## src/rtl/stopwatch_pkg.sv

```systemverilog
// rtl/stopwatch_pkg.sv - shared types and constants for the stopwatch input conditioning
package stopwatch_pkg;

  typedef enum logic [1:0] {
    IDLE   = 2'd0,
    ARM    = 2'd1,
    HELD   = 2'd2,
    DISARM = 2'd3
  } db_state_t;

  localparam int CLK_HZ                  = 50_000_000;
  localparam int DEFAULT_DEBOUNCE_CYCLES = 1_000_000;
  localparam int DEFAULT_CLEAR_CYCLES    = 4;

  // Counter width that stays legal (>=1 bit) for tiny cycle counts.
  function automatic int cnt_width(input int n);
    return (n > 1) ? $clog2(n) : 1;
  endfunction

endpackage

```

## src/rtl/button_debounce.sv

```systemverilog
// rtl/button_debounce.sv - 2-flop synchronizer, debounce FSM and one-clock press pulse
module button_debounce
  import stopwatch_pkg::*;
#(
  parameter int DEBOUNCE_CYCLES = DEFAULT_DEBOUNCE_CYCLES
) (
  input  logic clock,
  input  logic reset,
  input  logic i_btn,
  output logic o_press
);

  localparam int            CW       = cnt_width(DEBOUNCE_CYCLES);
  localparam logic [CW-1:0] CNT_LAST = CW'(DEBOUNCE_CYCLES - 1);

  logic            r_sync1;
  logic            r_sync2;
  db_state_t       r_state;
  db_state_t       w_next;
  logic [CW-1:0]   r_cnt;
  logic            w_cnt_done;

  always_ff @(posedge clock or posedge reset) begin
    if (reset) begin
      r_sync1 <= 1'b0;
      r_sync2 <= 1'b0;
    end else begin
      r_sync1 <= i_btn;
      r_sync2 <= r_sync1;
    end
  end

  assign w_cnt_done = (r_cnt == CNT_LAST);

  always_ff @(posedge clock or posedge reset) begin
    if (reset) begin
      r_state <= IDLE;
    end else begin
      r_state <= w_next;
    end
  end

  // Held at zero in the stable states, so ARM/DISARM always start from 0.
  always_ff @(posedge clock or posedge reset) begin
    if (reset) begin
      r_cnt <= '0;
    end else if (r_state == ARM || r_state == DISARM) begin
      if (!w_cnt_done) begin
        r_cnt <= r_cnt + CW'(1);
      end
    end else begin
      r_cnt <= '0;
    end
  end

  always_comb begin
    w_next = r_state;
    case (r_state)
      IDLE: begin
        if (r_sync2) w_next = ARM;
      end
      ARM: begin
        if (!r_sync2)       w_next = IDLE;
        else if (w_cnt_done) w_next = HELD;
      end
      HELD: begin
        if (!r_sync2) w_next = DISARM;
      end
      DISARM: begin
        if (r_sync2)         w_next = HELD;
        else if (w_cnt_done) w_next = IDLE;
      end
      default: w_next = IDLE;
    endcase
  end

  always_comb begin
    o_press = 1'b0;
    if (r_state == ARM && r_sync2 && w_cnt_done) begin
      o_press = 1'b1;
    end
  end

endmodule

```

## src/rtl/stopwatch_input_ctrl.sv

```systemverilog
// rtl/stopwatch_input_ctrl.sv - button conditioning into pause, clear_n and preset strobes
module stopwatch_input_ctrl
  import stopwatch_pkg::*;
#(
  parameter int DEBOUNCE_CYCLES = DEFAULT_DEBOUNCE_CYCLES,
  parameter int CLEAR_CYCLES    = DEFAULT_CLEAR_CYCLES,
  parameter bit BTN_ACTIVE_LOW  = 1'b1
) (
  input  logic clock,
  input  logic reset,
  input  logic btn_startstop,
  input  logic btn_clear,
  input  logic btn_pre,
  input  logic btn_pre1,
  output logic pause,
  output logic clear_n,
  output logic pre,
  output logic pre1,
  output logic running
);

  localparam int              CLRW     = cnt_width(CLEAR_CYCLES + 1);
  localparam logic [CLRW-1:0] CLR_LOAD = CLRW'(CLEAR_CYCLES);

  logic [3:0]      w_btn_raw;
  logic [3:0]      w_btn_norm;
  logic [3:0]      w_press;
  logic            w_ss_p;
  logic            w_clr_p;
  logic            w_pre_p;
  logic            w_pre1_p;
  logic            w_clear_active;
  logic            r_pause;
  logic [CLRW-1:0] r_clr_cnt;
  logic            r_pre;
  logic            r_pre1;

  assign w_btn_raw  = {btn_pre1, btn_pre, btn_clear, btn_startstop};
  assign w_btn_norm = BTN_ACTIVE_LOW ? ~w_btn_raw : w_btn_raw;

  for (genvar g = 0; g < 4; g++) begin : g_btn
    button_debounce #(
      .DEBOUNCE_CYCLES(DEBOUNCE_CYCLES)
    ) u_db (
      .clock  (clock),
      .reset  (reset),
      .i_btn  (w_btn_norm[g]),
      .o_press(w_press[g])
    );
  end

  assign w_ss_p   = w_press[0];
  assign w_clr_p  = w_press[1];
  assign w_pre_p  = w_press[2];
  assign w_pre1_p = w_press[3];

  // Clear has priority over the start/stop toggle.
  always_ff @(posedge clock or posedge reset) begin
    if (reset) begin
      r_pause <= 1'b1;
    end else if (w_clr_p) begin
      r_pause <= 1'b1;
    end else if (w_ss_p) begin
      r_pause <= ~r_pause;
    end
  end

  always_ff @(posedge clock or posedge reset) begin
    if (reset) begin
      r_clr_cnt <= '0;
    end else if (w_clr_p) begin
      r_clr_cnt <= CLR_LOAD;
    end else if (r_clr_cnt != '0) begin
      r_clr_cnt <= r_clr_cnt - CLRW'(1);
    end
  end

  assign w_clear_active = (r_clr_cnt != '0);

  always_ff @(posedge clock or posedge reset) begin
    if (reset) begin
      r_pre  <= 1'b0;
      r_pre1 <= 1'b0;
    end else begin
      r_pre  <= w_pre_p  & ~w_clr_p & ~w_clear_active;
      r_pre1 <= w_pre1_p & ~w_clr_p & ~w_clear_active;
    end
  end

  assign pause   = r_pause;
  assign running = ~r_pause;
  assign clear_n = ~w_clear_active;
  assign pre     = r_pre;
  assign pre1    = r_pre1;

endmodule
```

## config.mk

```make
export PLATFORM = sky130hd
export DESIGN_NAME = stopwatch_input_ctrl
export DESIGN_NICKNAME = d
export VERILOG_FILES = /design/src/rtl/stopwatch_pkg.sv /design/src/rtl/button_debounce.sv /design/src/rtl/stopwatch_input_ctrl.sv
export SDC_FILE = /design/constraint.sdc
export NUM_CORES = 1
export LEC_CHECK = 0
export ABC_AREA = 1
export BUFFER_PORTS_ARGS = -buffer_cell sky130_fd_sc_hd__clkbuf_2
export CELL_PAD_IN_SITES_DETAIL_PLACEMENT = 2
export CELL_PAD_IN_SITES_GLOBAL_PLACEMENT = 2
export CORE_MARGIN = 2
export CORE_UTILIZATION = 41
export CTS_BUF_LIST = sky130_fd_sc_hd__clkbuf_4
export DETAILED_ROUTE_END_ITERATION = 8
export GPL_TIMING_DRIVEN = 0
export PLACE_DENSITY_LB_ADDON = 0.12
export SLEW_MARGIN = 15
export SYNTH_ARGS = -nofsm -noshare
export SYNTH_HDL_FRONTEND = slang
export SYNTH_HIERARCHICAL = 1
export SYNTH_SLANG_ARGS = --single-unit
```

## constraint.sdc

```tcl
create_clock -name clock -period 4.3 [get_ports clock]
set_input_delay 0.215 -clock clock [delete_from_list [all_inputs] [get_ports clock]]
set_output_delay 0.215 -clock clock [all_outputs]
set_load 0.1 [all_outputs]
```

Yosys cells after proc, flatten, opt, wreduce, memory -nomap -nowiden. Cells that the tools add are included.

Equal/unequal tests: 36. Add/sub/neg operators: 5. Reductions and logical operators: 23. Mux-type cells: 44. Bitwise gates (word level): 8.

Operator list (number): $mux 20 (8); $add 20x1->20 const B (4); $eq 20x20->1 const B (4); $mux 2 (24); $pmux 2 s4 (4); $eq 2x2->1 const B (8); $ne 2x2->1 const B (8); $reduce_and 4->1 (4); $ne 3x1->1 const B (4); $ne 3x3->1 const B (4); $eq 2x1->1 const B (4); $logic_and 1x1->1 (8); $logic_not 2->1 (4); $ne 2x1->1 const B (4); $mux 1 (6); $mux 3 (2); $and 1x1->1 (4); $logic_or 1x1->1 (4); $not 4->4 (1); $reduce_bool 2->1 (2); $not 1->1 (3); $reduce_bool 3->1 (1); $sub 3x1->3 const B (1).

Word-level logic and storage cells: 136. Output and inout port bits: 5. Flip-flop bits (word level): 102. Input bits: 6.

Logic depth before layout (Yosys ltp).
Word-level depth: 7. Mapped depth: 10. Gate-level depth less buffers: 10.

Modules after synthesis. The synthesis kept the hierarchy.

By module, submodules not included: button_debounce (g_btn[0].u_db ...) (instances 3, area each 1401.3 µm², cells each 196, seq. area each 600.6 µm²); button_debounce (g_btn[1].u_db) (instances 1, area each 1436.4 µm², cells each 210, seq. area each 600.6 µm²); stopwatch_input_ctrl (instances 1, area each 309.0 µm², cells each 40, seq. area each 151.4 µm²).

Least setup slack after synthesis. OpenSTA, ideal clock, no wires.

Path kind: reg2reg. Start: register r_pause, in the netlist pause. End: register r_pause, in the netlist pause. Buffers on the path: 0. Period minus slack after synthesis: 1.708 ns. Library setup time: 0.086 ns. Slack: 2.592 ns. Cell stages (with the launch flop): 4. Data required time: 4.214 ns. Arrival time: 1.623 ns. Cells stage by stage: dfstp_2 -> inv_1 -> nand2_1 -> nand3_1.

Cells in the longest elaborated chain, start to end: 3.

Ends and longest elaborated chain: start, declared (line stopwatch_input_ctrl.sv:33) `logic r_pause;`; start signal, assigned (line stopwatch_input_ctrl.sv:64) `r_pause <= ~r_pause;`; $not 1->1; net running (line stopwatch_input_ctrl.sv:19) `output logic running`; $mux 1 (line stopwatch_input_ctrl.sv:63) `end else if (w_ss_p) begin`; $mux 1 (line stopwatch_input_ctrl.sv:61) `end else if (w_clr_p) begin`.

The timed path passes the listed nets, and every way through them passes these cells. The select of a mux whose other input is x is not followed. A chain may end at the register's enable or synchronous reset.

Worst setup path after layout.
Start: register r_clr_cnt[0]. End: output port clear_n.

Cells in the longest elaborated chain, start to end: 2.

Ends and longest elaborated chain: start, declared (line stopwatch_input_ctrl.sv:34) `logic [CLRW-1:0] r_clr_cnt;`; start signal, assigned (line stopwatch_input_ctrl.sv:74) `r_clr_cnt <= r_clr_cnt - CLRW'(1);`; $reduce_bool 3->1 (line stopwatch_input_ctrl.sv:78) `assign w_clear_active = (r_clr_cnt != '0);`; $not 1->1 (line stopwatch_input_ctrl.sv:92) `assign clear_n = ~w_clear_active;`; end, declared (line stopwatch_input_ctrl.sv:16) `output logic clear_n,`.

Every way passes these cells.

==> results.py <==
metrics = {
    "logic_synthesis": {
        "yosysMostFrequentCell": "nand2_1",
        "synth_edf_count": 0,
        "ys_ff_latch": 102,
        "synthFlopType": "dfrtp_1",
        "yosysTopAreaCell": "dfrtp_1",
        "seq_area_frac_synth_pct": 42.9,
        "synth_top_area_share_pct": 42.5,
        "syn_area_sq_um": 5950,
        "ys_top_cells_by_count": "nand2_1 (251), nor2_1 (159), dfrtp_1 (101), inv_1 (91), nand3_1 (57)",
        "yosys_warnings": 6,
        "syn_nets": 850,
        "synth_area_leaders": "dfrtp_1 (42%), nand2_1 (16%), nor2_1 (10%), inv_1 (5.7%), nand3_1 (4.8%)",
        "netlist_instances": 838,
        "ys_async_sr_fraction_pct": 100,
        "synth_area_per_cell_sq_um": 7.10,
        "ys_types": 24,
    },
    "worst_setup_path": {
        "cp-end-kind": "output pin",
        "crit_fanout": 5,
        "start_kind": "flip-flop",
        "cp.required_ps": 4090,
        "worst_ep_arrival_time_ps": 1910,
        "path_class": "flip-flop to output pin",
    },
    "cts": {
        "clockBufferDepth": 2,
        "postCtsSetupBuffers": 0,
        "cts_tree": "done",
        "clk_pin_slew_ps": 190,
        "numClockSinks": 102,
        "cts_max_level": 3,
        "root_buffer": "clkbuf_4",
        "cts_made_buffers": 9,
        "insertion_delay_ps": 500,
    },
    "route": {
        "drtAntennaViolNets": 0,
        "drc": 0,
        "drt_wl_total_um": 17400,
        "drtIter0Drc": 232,
        "drt_pass1_iterations": 4,
        "viasPerCell": 5.15,
        "avgRoutedWirePerCell_um": 16.5,
        "vias": 5418,
    },
    "power_and_ir_drop": {
        "powerDensity_nw_per_um2": 250,
        "worst_ir_drop_vdd_v": 0.000231,
        "leakage_nw": 2.90,
        "power_mw": 1.60,
    },
    "final_layout": {
        "final_area_sq_um": 6420,
        "final_nets": 876,
        "insertedDiodeCount": 0,
        "area_growth_pct": 7.89,
        "layoutNonFillerInstCount": 1053,
        "drive_above_1_share_pct": 13.6,
    },
    "global_routing": {
        "grt_pass1_wl_um": 30000,
        "busiest_layer": "met2",
        "use_met2_pct": 44.6,
        "grt_pass1_vias": 6135,
        "antenna_found_initial": 0,
        "grtUsageMet1_pct": 28.9,
        "track_usage_pct": 23.8,
        "grt-ovfl-total": 0,
        "met3_usage_pct": 3.95,
        "grt_max_degree": 25,
    },
    "floorplan": {
        "die_y_um": 124,
        "core_sq_um": 14400,
        "die-area_sq_um": 15500,
        "die-width_um": 124,
        "start_util_pct": 41.4,
        "io_pins": 11,
        "row_count": 44,
    },
    "timing": {
        "grt_setup_unrepaired": "no",
        "fin_crit_sh_pct": 49.3,
        "relSlewSlack_pct": 33.2,
        "tightest_slew_ps": 1000,
        "fmax_mhz": 472,
        "min_period_ps": 2120,
        "final_max_slew_viol_count": 0,
        "finalHoldViolations": 0,
        "fin_ws_ps": 2180,
        "fin_setup_tns_ps": 0,
        "skew_ps": 18.3,
        "setup_viol": 0,
    },
    "min_path": {
        "hp-class": "input port to async pin",
    },
    "place": {
        "place.gp.congestion": 0.805,
        "post_dp_cell_area_sq_um": 6230,
        "port_buffers": 10,
        "pre_cts_slack_ps": 2390,
        "dp_hpwl_um": 13200,
        "place_inst": 1032,
    },
    "run_status": {
        "outcome": "finished, final reports clean",
    },
    "flow_run": {
        "max_cap_viol_count": 0,
    },
}
## kinds of logic (layout without fill, tap and decap cells)
| group | count (synthesis) | count (layout) | share of synthesized area (%) |
|---|---|---|---|
| compound gates | 37 | 37 | 3.11 |
| xor+xnor | 15 | 15 | 2.21 |
| buf+inv | 107 | 138 | 7.21 |
| fa+ha+maj | 6 | 6 | 1.26 |
| flops | 102 | 102 | 42.9 |
| simple gates | 571 | 571 | 43.3 |
## flip-flops by register name, summed over array words and instances (netlist names), named ones only
signal	cells
pause	1
pre1	1
g_btn.u_db/r_cnt	80
g_btn.u_db/r_sync2	4
g_btn.u_db/r_sync1	4
r_clr_cnt	3
g_btn.u_db/r_state	4
pre	1
## cell type report
| class | count | area (sq um) |
|---|---|---|
| clock buffers | 9 | 67.6 |
| multi-input cells | 629 | 2970 |
| clock inverters | 7 | 71.3 |
| repair buffers | 15 | 100 |
| inverters | 99 | 375 |
| plain buffers | 8 | 53.8 |
| well taps | 184 | 230 |
| flip-flops and latches | 102 | 2550 |
| fillers | 1736 | 7950 |
## worst max-delay path: stages (launching register included)
cell,delay [ps]
dfrtp_1,420
inv_1,100
ha_1,240
nand2_2,130
inv_1,80
clkbuf_2,450
## power breakdown
group / leakage, nW / internal (mW) / switching, mW / total (mW)
clock network: 0.0788 / 0.141 / 0.390 / 0.531
registers: 1.38 / 0.975 / 0.0168 / 0.991
logic: 1.44 / 0.0232 / 0.0583 / 0.0815
## final timing paths
check,cells past startpoint,slack (ps),start,end
setup / recovery,5,2180,r_clr_cnt[0],clear_n
hold / removal,3,230,reset,pre1
setup reg to reg,10,2390,g_btn[1].u_db/r_cnt[0],r_clr_cnt[1]
hold reg to reg,0,380,g_btn[0].u_db/r_sync1,g_btn[0].u_db/r_sync2
max in group asynchronous,3,3140,reset,g_btn[1].u_db/r_cnt[1]
min in group clock,3,360,btn_pre,g_btn[2].u_db/r_sync1
## stage by stage
step                hold WS (ps)  util (%)
global route                 215      44.7
floorplan                   5.23         -
CTS                          200      44.7
global placement             220      43.4
finish                       232      44.7
detailed placement           235      43.4
## routing by layer
metal  vias to the layer above  share of wire (%)
met4                         0               0.89
met1                      2734                 45
met5                         -                  0
met3                        12                1.7
li1                       2643                  -
met2                        29                 53
## what timing repair did
action | 4_1_cts | 5_1_grt
hold buffers | 5 | 0
hold endpoints to repair | 92 | 0
gates resized for setup | 0 | 0
## cells in the final DEF, fill, tap and decap left out, types with 12 or more instances in the layout
master and count:
nand2_1 251, nor2_1 159, dfrtp_1 101, inv_1 91, nand3_1 57, nand2_2 19, nand4_1 16, or2_2 16
o21ai_0 16, nor2_2 15, xor2_1 15, nand3_2 14, a21oi_1 13, nor2_4 12
No activity file was read; power rests on OpenSTA's default activity.
